## src/rtl/set_ctrl.sv

```systemverilog
// Clock/calendar set controller: debounces the mode/up/down buttons, walks the
// edited item, and issues single-cycle up/down pulses with hold-to-repeat and blink.

module set_ctrl_debounce #(
  parameter int DEBOUNCE_CYC = 20
) (
  input  logic clk_1kHz,
  input  logic rst_n,
  input  logic vld_i,
  input  logic btn_i,
  output logic lvl_o
);
  localparam int CW = (DEBOUNCE_CYC < 2) ? 1 : $clog2(DEBOUNCE_CYC + 1);

  logic [1:0]    sync_q;
  logic          db_q;
  logic          armed_q;
  logic [CW-1:0] cnt_q;

  always_ff @(posedge clk_1kHz or negedge rst_n) begin
    if (!rst_n) begin
      sync_q  <= '0;
      db_q    <= 1'b0;
      armed_q <= 1'b0;
      cnt_q   <= '0;
    end else begin
      sync_q <= {sync_q[0], btn_i};
      if (sync_q[1] == db_q) begin
        cnt_q <= '0;
      end else if (cnt_q == CW'(DEBOUNCE_CYC - 1)) begin
        db_q  <= sync_q[1];
        cnt_q <= '0;
      end else begin
        cnt_q <= cnt_q + 1'b1;
      end
      // A button held through reset stays masked until it is seen fully released.
      if (vld_i && !sync_q[1] && !db_q) armed_q <= 1'b1;
    end
  end

  assign lvl_o = db_q & armed_q;
endmodule

module set_ctrl #(
  parameter int DEBOUNCE_CYC = 20,
  parameter int HOLD_CYC     = 500,
  parameter int REPEAT_CYC   = 100,
  parameter int TIMEOUT_CYC  = 30000,
  parameter int BLINK_CYC    = 250
) (
  input  logic       clk_1kHz,
  input  logic       rst_n,
  input  logic       btn_mode,
  input  logic       btn_up,
  input  logic       btn_down,
  output logic [2:0] select_item,
  output logic       up,
  output logic       down,
  output logic       blink
);
  localparam int NUM_BTN = 3;
  localparam int B_MODE  = 0;
  localparam int B_UP    = 1;
  localparam int B_DN    = 2;
  localparam int HMAX    = (HOLD_CYC > REPEAT_CYC) ? HOLD_CYC : REPEAT_CYC;
  localparam int HW      = $clog2(HMAX + 1);
  localparam int IW      = $clog2(TIMEOUT_CYC + 1);
  localparam int BW      = $clog2(BLINK_CYC + 1);

  typedef enum logic [2:0] {
    S_RUN  = 3'd0,
    S_MIN  = 3'd1,
    S_HOUR = 3'd2,
    S_DAY  = 3'd3,
    S_MON  = 3'd4,
    S_YEAR = 3'd5
  } item_e;

  item_e               sel_q;
  logic                up_q, down_q, blink_q, rep_q;
  logic [HW-1:0]       hold_cnt_q;
  logic [IW-1:0]       idle_q;
  logic [BW-1:0]       blink_cnt_q;
  logic [1:0]          vld_pipe_q;
  logic [NUM_BTN-1:0]  btn_raw, lvl, lvl_prev_q, rise;

  // Synchronizer contents are meaningful once two edges have passed since reset.
  always_ff @(posedge clk_1kHz or negedge rst_n) begin
    if (!rst_n) vld_pipe_q <= '0;
    else        vld_pipe_q <= {vld_pipe_q[0], 1'b1};
  end

  assign btn_raw = {btn_down, btn_up, btn_mode};

  for (genvar g = 0; g < NUM_BTN; g++) begin : g_btn
    set_ctrl_debounce #(.DEBOUNCE_CYC(DEBOUNCE_CYC)) u_db (
      .clk_1kHz (clk_1kHz),
      .rst_n    (rst_n),
      .vld_i    (vld_pipe_q[1]),
      .btn_i    (btn_raw[g]),
      .lvl_o    (lvl[g])
    );
  end

  assign rise = lvl & ~lvl_prev_q;

  logic edit, mode_rise, up_alone, dn_alone, hold_hit, act, timeout;
  logic fire_up_d, fire_dn_d, sel_chg, next_edit;

  always_comb begin
    edit      = (sel_q != S_RUN);
    mode_rise = rise[B_MODE];
    up_alone  = lvl[B_UP] & ~lvl[B_DN];
    dn_alone  = lvl[B_DN] & ~lvl[B_UP];
    hold_hit  = rep_q ? (hold_cnt_q == HW'(REPEAT_CYC - 1))
                      : (hold_cnt_q == HW'(HOLD_CYC - 1));
    // Mode advance outranks any up/down pulse in the same cycle.
    fire_up_d = edit & ~mode_rise & up_alone & (rise[B_UP] | hold_hit);
    fire_dn_d = edit & ~mode_rise & dn_alone & (rise[B_DN] | hold_hit);
    act       = (|rise) | lvl[B_UP] | lvl[B_DN];
    timeout   = edit & ~act & (idle_q == IW'(TIMEOUT_CYC - 1));
    sel_chg   = mode_rise | timeout;
    next_edit = mode_rise & (sel_q != S_YEAR);
  end

  always_ff @(posedge clk_1kHz or negedge rst_n) begin
    if (!rst_n) begin
      sel_q       <= S_RUN;
      up_q        <= 1'b0;
      down_q      <= 1'b0;
      blink_q     <= 1'b0;
      rep_q       <= 1'b0;
      hold_cnt_q  <= '0;
      idle_q      <= '0;
      blink_cnt_q <= '0;
      lvl_prev_q  <= '0;
    end else begin
      lvl_prev_q <= lvl;
      up_q       <= fire_up_d;
      down_q     <= fire_dn_d;

      if (mode_rise)    sel_q <= (sel_q == S_YEAR) ? S_RUN : item_e'(sel_q + 3'd1);
      else if (timeout) sel_q <= S_RUN;

      // Hold/repeat timer only runs while exactly one of up/down is held.
      if (!edit || sel_chg || !(up_alone || dn_alone)) begin
        hold_cnt_q <= '0;
        rep_q      <= 1'b0;
      end else if (fire_up_d || fire_dn_d) begin
        hold_cnt_q <= '0;
        rep_q      <= ~(rise[B_UP] | rise[B_DN]);
      end else begin
        hold_cnt_q <= hold_cnt_q + 1'b1;
      end

      if (!edit || act || timeout) idle_q <= '0;
      else                         idle_q <= idle_q + 1'b1;

      if (sel_chg) begin
        blink_q     <= next_edit;
        blink_cnt_q <= '0;
      end else if (!edit) begin
        blink_q     <= 1'b0;
        blink_cnt_q <= '0;
      end else if (fire_up_d || fire_dn_d) begin
        blink_q     <= 1'b1;
        blink_cnt_q <= '0;
      end else if (blink_cnt_q == BW'(BLINK_CYC - 1)) begin
        blink_q     <= ~blink_q;
        blink_cnt_q <= '0;
      end else begin
        blink_cnt_q <= blink_cnt_q + 1'b1;
      end
    end
  end

  assign select_item = sel_q;
  assign up          = up_q;
  assign down        = down_q;
  assign blink       = blink_q;
endmodule

```

## config.mk

```make
export PLATFORM = sky130hd
export DESIGN_NAME = set_ctrl
export DESIGN_NICKNAME = d
export VERILOG_FILES = /design/src/rtl/set_ctrl.sv
export SDC_FILE = /design/constraint.sdc
export NUM_CORES = 1
export LEC_CHECK = 0
export ABC_CLOCK_PERIOD_IN_PS = 1800
export CAP_MARGIN = 25
export CORE_MARGIN = 3
export CORE_UTILIZATION = 54
export CTS_CLUSTER_SIZE = 14
export DETAILED_ROUTE_END_ITERATION = 10
export GPL_TIMING_DRIVEN = 0
export PLACE_DENSITY = 0.72
export SETUP_SLACK_MARGIN = 0.15
export SKIP_LAST_GASP = 1
export SYNTH_ARGS = -nofsm -noshare
export SYNTH_HDL_FRONTEND = slang
export SYNTH_SLANG_ARGS = --single-unit
```

## constraint.sdc

```tcl
create_clock -name clk_1kHz -period 1.8 [get_ports clk_1kHz]
set_input_delay 0.36 -clock clk_1kHz [delete_from_list [all_inputs] [get_ports clk_1kHz]]
set_output_delay 0.36 -clock clk_1kHz [all_outputs]
set_load 0.02 [all_outputs]
```

Word level (Yosys, flattened, before mapping)
Cells that the tools add are included.
Widths: inputs -> output; s select.
- reductions and logical operators: 27
- muxes and demuxes: 23
- bitwise logic cells: 30
- eq/ne operators: 13
- $add $sub $neg: 7
- operator list (operator ; number):
    $mux 8 ; 4
    $mux 5 ; 6
    $mux 9 ; 2
    $add 15x1->15 const B ; 1
    $add 5x1->5 const B ; 3
    $eq 15x15->1 const B ; 1
    $eq 5x5->1 const B ; 3
    $mux 15 ; 1
    $and 1x1->1 ; 13
    $add 9x1->9 const B ; 1
    $eq 9x7->1 const B ; 1
    $eq 9x9->1 const B ; 1
    $mux 3 ; 3
    $not 1->1 ; 9
    $add 8x1->8 const B ; 1
    $eq 8x8->1 const B ; 1
    $logic_not 1->1 ; 8
    $mux 1 ; 7
    $logic_and 1x1->1 ; 6
    $logic_or 1x1->1 ; 6
    $or 1x1->1 ; 6
    $reduce_and 2->1 ; 3
    $ne 4x1->1 const B ; 1
    $reduce_bool 2->1 ; 2
    other kinds (8) ; 10
- register bits after elaboration: 71
- output and inout port bits: 6
- bits of input ports: 5

Longest topological paths before layout
- depth after elaboration: 12
- gate-level depth with buffers: 8
- gate-level depth less buffers: 7

Cells and area by module
Synthesis repeated with hierarchy kept, for this count alone.
- cells, all modules: 289
- area total of the unflattened synthesis: 3219.3 µm²
- by module, submodules not included (module ; cells each ; area each (µm²) ; times used):
    set_ctrl ; 205 ; 2153.3 ; 1
    set_ctrl_debounce ; 28 ; 355.3 ; 3

Worst setup path before layout
No wires, ideal clock.
- path kind: register to register
- start: register sel_q[2], in the netlist select_item[2]
- end: register blink_cnt_q[3]
- period minus slack after synthesis: 1.995 ns
- arrival time: 1.926 ns
- required time: 1.731 ns
- buffers on the path: 1
- stages on the path, launching flop included: 7
- path slack: -0.195 ns
- cell sequence: dfrtp_1 -> or3_1 -> and2_4 -> o211a_2 -> or4_4 -> buf_6 -> nor2_2
- cells in the longest elaborated chain, start to end: 8
- elaborated cells on any way between the ends: 13
- classes of those cells: mux (3); bitwise (8); reduce/logical (2)
- ends and longest elaborated chain (item ; RTL line ; text):
    start, declared ; 79 ; item_e sel_q;
    start signal, assigned ; 142 ; if (mode_rise) sel_q <= (sel_q == S_YEAR) ? S_RUN : item_e'(sel_q + 3'd1);
    $reduce_bool 3->1 ; 111 ; edit = (sel_q != S_RUN);
    $and 1x1->1 (3 in series) ; 118 ; fire_up_d = edit & ~mode_rise & up_alone & (rise[B_UP] | hold_hit);
    named net fire_up_d ; 108 ; logic fire_up_d, fire_dn_d, sel_chg, next_edit;
    $logic_or 1x1->1 ; 165 ; end else if (fire_up_d || fire_dn_d) begin
    $mux 8 ; 165 ;
    $mux 8 ; 162 ; end else if (!edit) begin
    $mux 8 ; 159 ; if (sel_chg) begin
    end signal, assigned ; 172 ; blink_cnt_q <= blink_cnt_q + 1'b1;
    end, declared ; 83 ; logic [BW-1:0] blink_cnt_q;
The timed path passes the listed nets, and every way through them passes these cells.
A chain may end at the register's enable or synchronous reset.

Final worst setup path
- start: register sel_q[0], in the netlist select_item[0]
- end: register hold_cnt_q[2]
- cells in the longest elaborated chain, start to end: 7
- elaborated cells on any way between the ends: 15
- classes of those cells: mux (2); bitwise (8); reduce/logical (5)
- ends and longest elaborated chain (item ; RTL line ; text):
    $reduce_bool 3->1 ; 111 ;
    $and 1x1->1 (3 in series) ; 118 ;
    named net fire_up_d ; 108 ;
    $logic_or 1x1->1 ; 149 ; end else if (fire_up_d || fire_dn_d) begin
    $mux 9 ; 149 ;
    $mux 9 ; 146 ; if (!edit || sel_chg || !(up_alone || dn_alone)) begin
    end signal, assigned ; 153 ; hold_cnt_q <= hold_cnt_q + 1'b1;
    end, declared ; 81 ; logic [HW-1:0] hold_cnt_q;
The timed path passes the listed nets, and every way through them passes these cells.

==> impl_metrics.toml <==
[outcome]
status = "complete, but fails checks"
violations = "negative setup slack"

[clock_network]
cts_buffers = 9
clk_path_buf_depth = 2
htreeDepth = 3
clockRootBuffer = "clkbuf_8"
cts_tree = "yes"
clk-insertion-delay-late_ps = 340
cts.reportedPaths.clkPinSlew_ps = 80
cts_sinks = 71

[sta]
slew_viol_final = 0
fin_crit_sh = 1.10
setup_viol = 20
fin_skew_ps = 10.3
post-route-min-period_ps = 1970
maxSlewHeadroom = 0.424
setup_tns_ps = -2730
grt_setup_unrepaired = "yes"
fin_ws_ps = -173
fmax_ghz = 0.507
worst_pin_slew_ps = 863
hold_violations = 0

[grt]
grt_pass1_wl_um = 9290
grt_pass1_vias = 2076
track_usage = 0.181
grt_max_degree = 72
antenna_found_initial = 0
grt.overflow.total = 0

[pwr]
leakagePower_nw = 1.72
power.internal_mw = 2.32
p_sw_mw = 0.657
seqPwrFrac = 0.549
switching_share = 0.220
total_power_mw = 2.98
clock_power_share = 0.424
comb_power_share = 0.027
peakVddDrop_v = 0.000607
p_per_area_nw_per_um2 = 754

[route]
drt-initial-drc-count = 82
via_count = 2147
ant_nets = 0
wire_per_inst_um = 14.2
drc = 0
wl_um = 5710
first_pass_iters = 4
via_per_inst = 5.35

[min_path]
min_path_type = "in2async"

[worst_setup_path]
cpLargestDelayFamily = "simple AND/OR/NAND/NOR gates"
reg2reg_to = "hold_cnt_q[2]$_DFF_PN0_"
critical_path.endpoint = "hold_cnt_q[2]$_DFF_PN0_"
crit_chain = "or3_4 -> and2_4 -> o211a_4 -> or4_4 -> buf_12 -> nor2_2"
r2r-start = "select_item[0]$_DFFE_PN0N_"
worstPathArrival_ps = 2250
path_class = "reg2reg"
start_kind = "register"
worst_setup_path_end_kind = "register"
path_max_fanout = 8
critical_path_buf_inv_count = 1
regToRegSetupSlack_ps = -170
worstRegToRegCells = 6
slowest_stage = "or4_4"
cp.required_ps = 2070
cpPeakStageDelay_ps = 520
startpoint = "select_item[0]$_DFFE_PN0N_"
worstSetupPathDepth = 6

[job]
cap_violations = 0

[synthesis]
synth_seq_cells = 71
syn_avg_cell_area_um2 = 11.0
ys_types = 46
syn_inst = 287
ys_async_sr_fraction = 1.00
synth-seq-area-share = 0.565
syn-num-nets = 301
synthFlopType = "dfrtp_1"
syn_area_um2 = 3150
synth_edf_count = 0
synth_warnings = 0

[floorplan]
dieHeight_um = 82.3
die_w_um = 82.3
core_um2 = 5570
row_count = 27
die_area_um2 = 6780
pin_count = 11
initial_core_util = 0.564

[cells_and_area]
area_delta_synth_final_pct = 25.7
fin_nets = 338
postLayoutCoreUtil = 0.709
drive_above_1_share = 0.277
num_antenna_cells = 0
fill_cells = 398

[placement]
place.gp.congestion = 0.751
io_buffers = 10
dp_hpwl_um = 3300
cell type report:
type	instances	area (um2)	area share
buffer	4	70.1	0.0177
tap	72	90.1	0.0228
timing repair buffer	26	226	0.0573
multi-input combinational	203	1560	0.393
clock inverter	5	57.6	0.0146
inverter	9	33.8	0.00854
sequential	71	1780	0.450
clock buffer	11	141	0.0358
power groups by stage:
stage | Combinational, mW | Clock (mW) | Sequential [mW]
after floorplan | 0.0355 | 0 | 1.66
after global placement | 0.0808 | 0 | 1.67
after detailed placement | 0.0815 | 0 | 1.67
after CTS | 0.0826 | 1.28 | 1.64
after global routing | 0.0930 | 1.37 | 1.64
final | 0.0793 | 1.26 | 1.64
sequential cells by signal, indices dropped and copies added, names as in the netlist:
name                flops
blink                   1
idle_q                 15
g_btn.u_db.cnt_q       15
g_btn.u_db.armed_q      3
blink_cnt_q             8
up                      1
vld_pipe_q              2
g_btn.u_db.db_q         3
rep_q                   1
select_item             3
down                    1
g_btn.u_db.sync_q       6
lvl_prev_q              3
hold_cnt_q              9
cells in the final DEF, fill, tap and decap left out, drive strengths merged, types with 2 or more instances in the layout:
master | netlist | final
nand2 | 19 | 19
clkbuf | 2 | 11
a22oi | 3 | 3
clkinvlp | 0 | 3
o211a | 2 | 2
inv | 9 | 9
nor2 | 56 | 56
buf | 2 | 21
nor2b | 3 | 3
and2 | 2 | 2
nand4 | 4 | 4
nor3 | 4 | 4
nand3 | 17 | 17
a211oi | 2 | 2
xnor2 | 19 | 19
o31ai | 2 | 2
dfrtp | 71 | 71
ha | 9 | 9
xor2 | 15 | 15
nor3b | 3 | 3
and3 | 6 | 6
clkdlybuf4s50 | 0 | 4
mux2 | 5 | 5
a21o | 3 | 3
and4 | 3 | 3
dlygate4sd2 | 0 | 4
nand3b | 2 | 2
o21ai | 6 | 6
or4 | 2 | 2
mux2i | 3 | 3
metrics by stage:
stage / cell area (um2) / hold slack (ps) / cells / worst slack [ps]
after detailed placement: 3360 / 335 / 369 / -234
after global placement: 3360 / 333 / 369 / -2300
after CTS: 3770 / 176 / 397 / -148
after global routing: 3950 / 192 / 401 / -219
final: 3950 / 127 / 401 / -173
after floorplan: 3170 / 64.4 / 287 / -167
kinds of logic after synthesis:
| logic type | Yosys count | synth area share |
|---|---|---|
| AO/OA/AOI/OAI | 21 | 0.0465 |
| XOR/XNOR | 34 | 0.0947 |
| adder cells (fa/ha/maj) | 9 | 0.0358 |
| buffers and inverters | 13 | 0.0183 |
| flip-flops | 71 | 0.565 |
| multiplexers | 8 | 0.0274 |
| other | 1 | 0.00119 |
| AND/OR/NAND/NOR | 130 | 0.211 |
layer usage:
metal | part of all wire | track usage | wire length (um)
met3 | 0.033 | 0.0553 | 190
met2 | 0.50 | 0.276 | 2830
met5 | 0 | 0 | 0
met4 | 0.015 | 0.0581 | 85
met1 | 0.46 | 0.247 | 2610
worst min path at each step:
stage | end | depth (start not counted)
after global placement | vld_pipe_q[1]$_DFF_PN0_ | 0
final | g_btn[2].u_db.cnt_q[3]$_DFF_PN0_ | 1
after global routing | g_btn[2].u_db.cnt_q[3]$_DFF_PN0_ | 1
after floorplan | blink$_DFFE_PN0P_ | 0
after CTS | g_btn[2].u_db.cnt_q[4]$_DFF_PN0_ | 1
after detailed placement | vld_pipe_q[1]$_DFF_PN0_ | 0
Yosys cell counts (2+ instances only):
master / instances / share of area
dfrtp_1: 71 / 0.56
nor2_1: 48 / 0.057
nand2_1: 19 / 0.023
xnor2_1: 19 / 0.053
nand3_1: 17 / 0.027
xor2_1: 15 / 0.042
ha_1: 9 / 0.036
inv_1: 9 / 0.011
nor2_2: 7 / 0.014
and3_1: 6 / 0.012
o21ai_0: 6 / 0.0095
mux2_2: 5 / 0.018
nand4_1: 4 / 0.0080
nor3_1: 4 / 0.0064
a21o_1: 3 / 0.0072
a22oi_1: 3 / 0.0072
and4_1: 3 / 0.0084
mux2i_1: 3 / 0.0095
nor2b_1: 3 / 0.0060
nor3b_1: 3 / 0.0072
a211oi_1: 2 / 0.0048
clkbuf_1: 2 / 0.0024
nand3b_1: 2 / 0.0048
o31ai_1: 2 / 0.0048
timing repair:
item / in CTS / in global routing
hold buffers: 0 / 0
pin swaps: 16 / 15
cloned: 1 / 0
buffers inserted: 11 / 4
endpoints found under the setup margin: 36 / 39
resized for setup: 33 / 40
(Power assumes the default switching activity.)
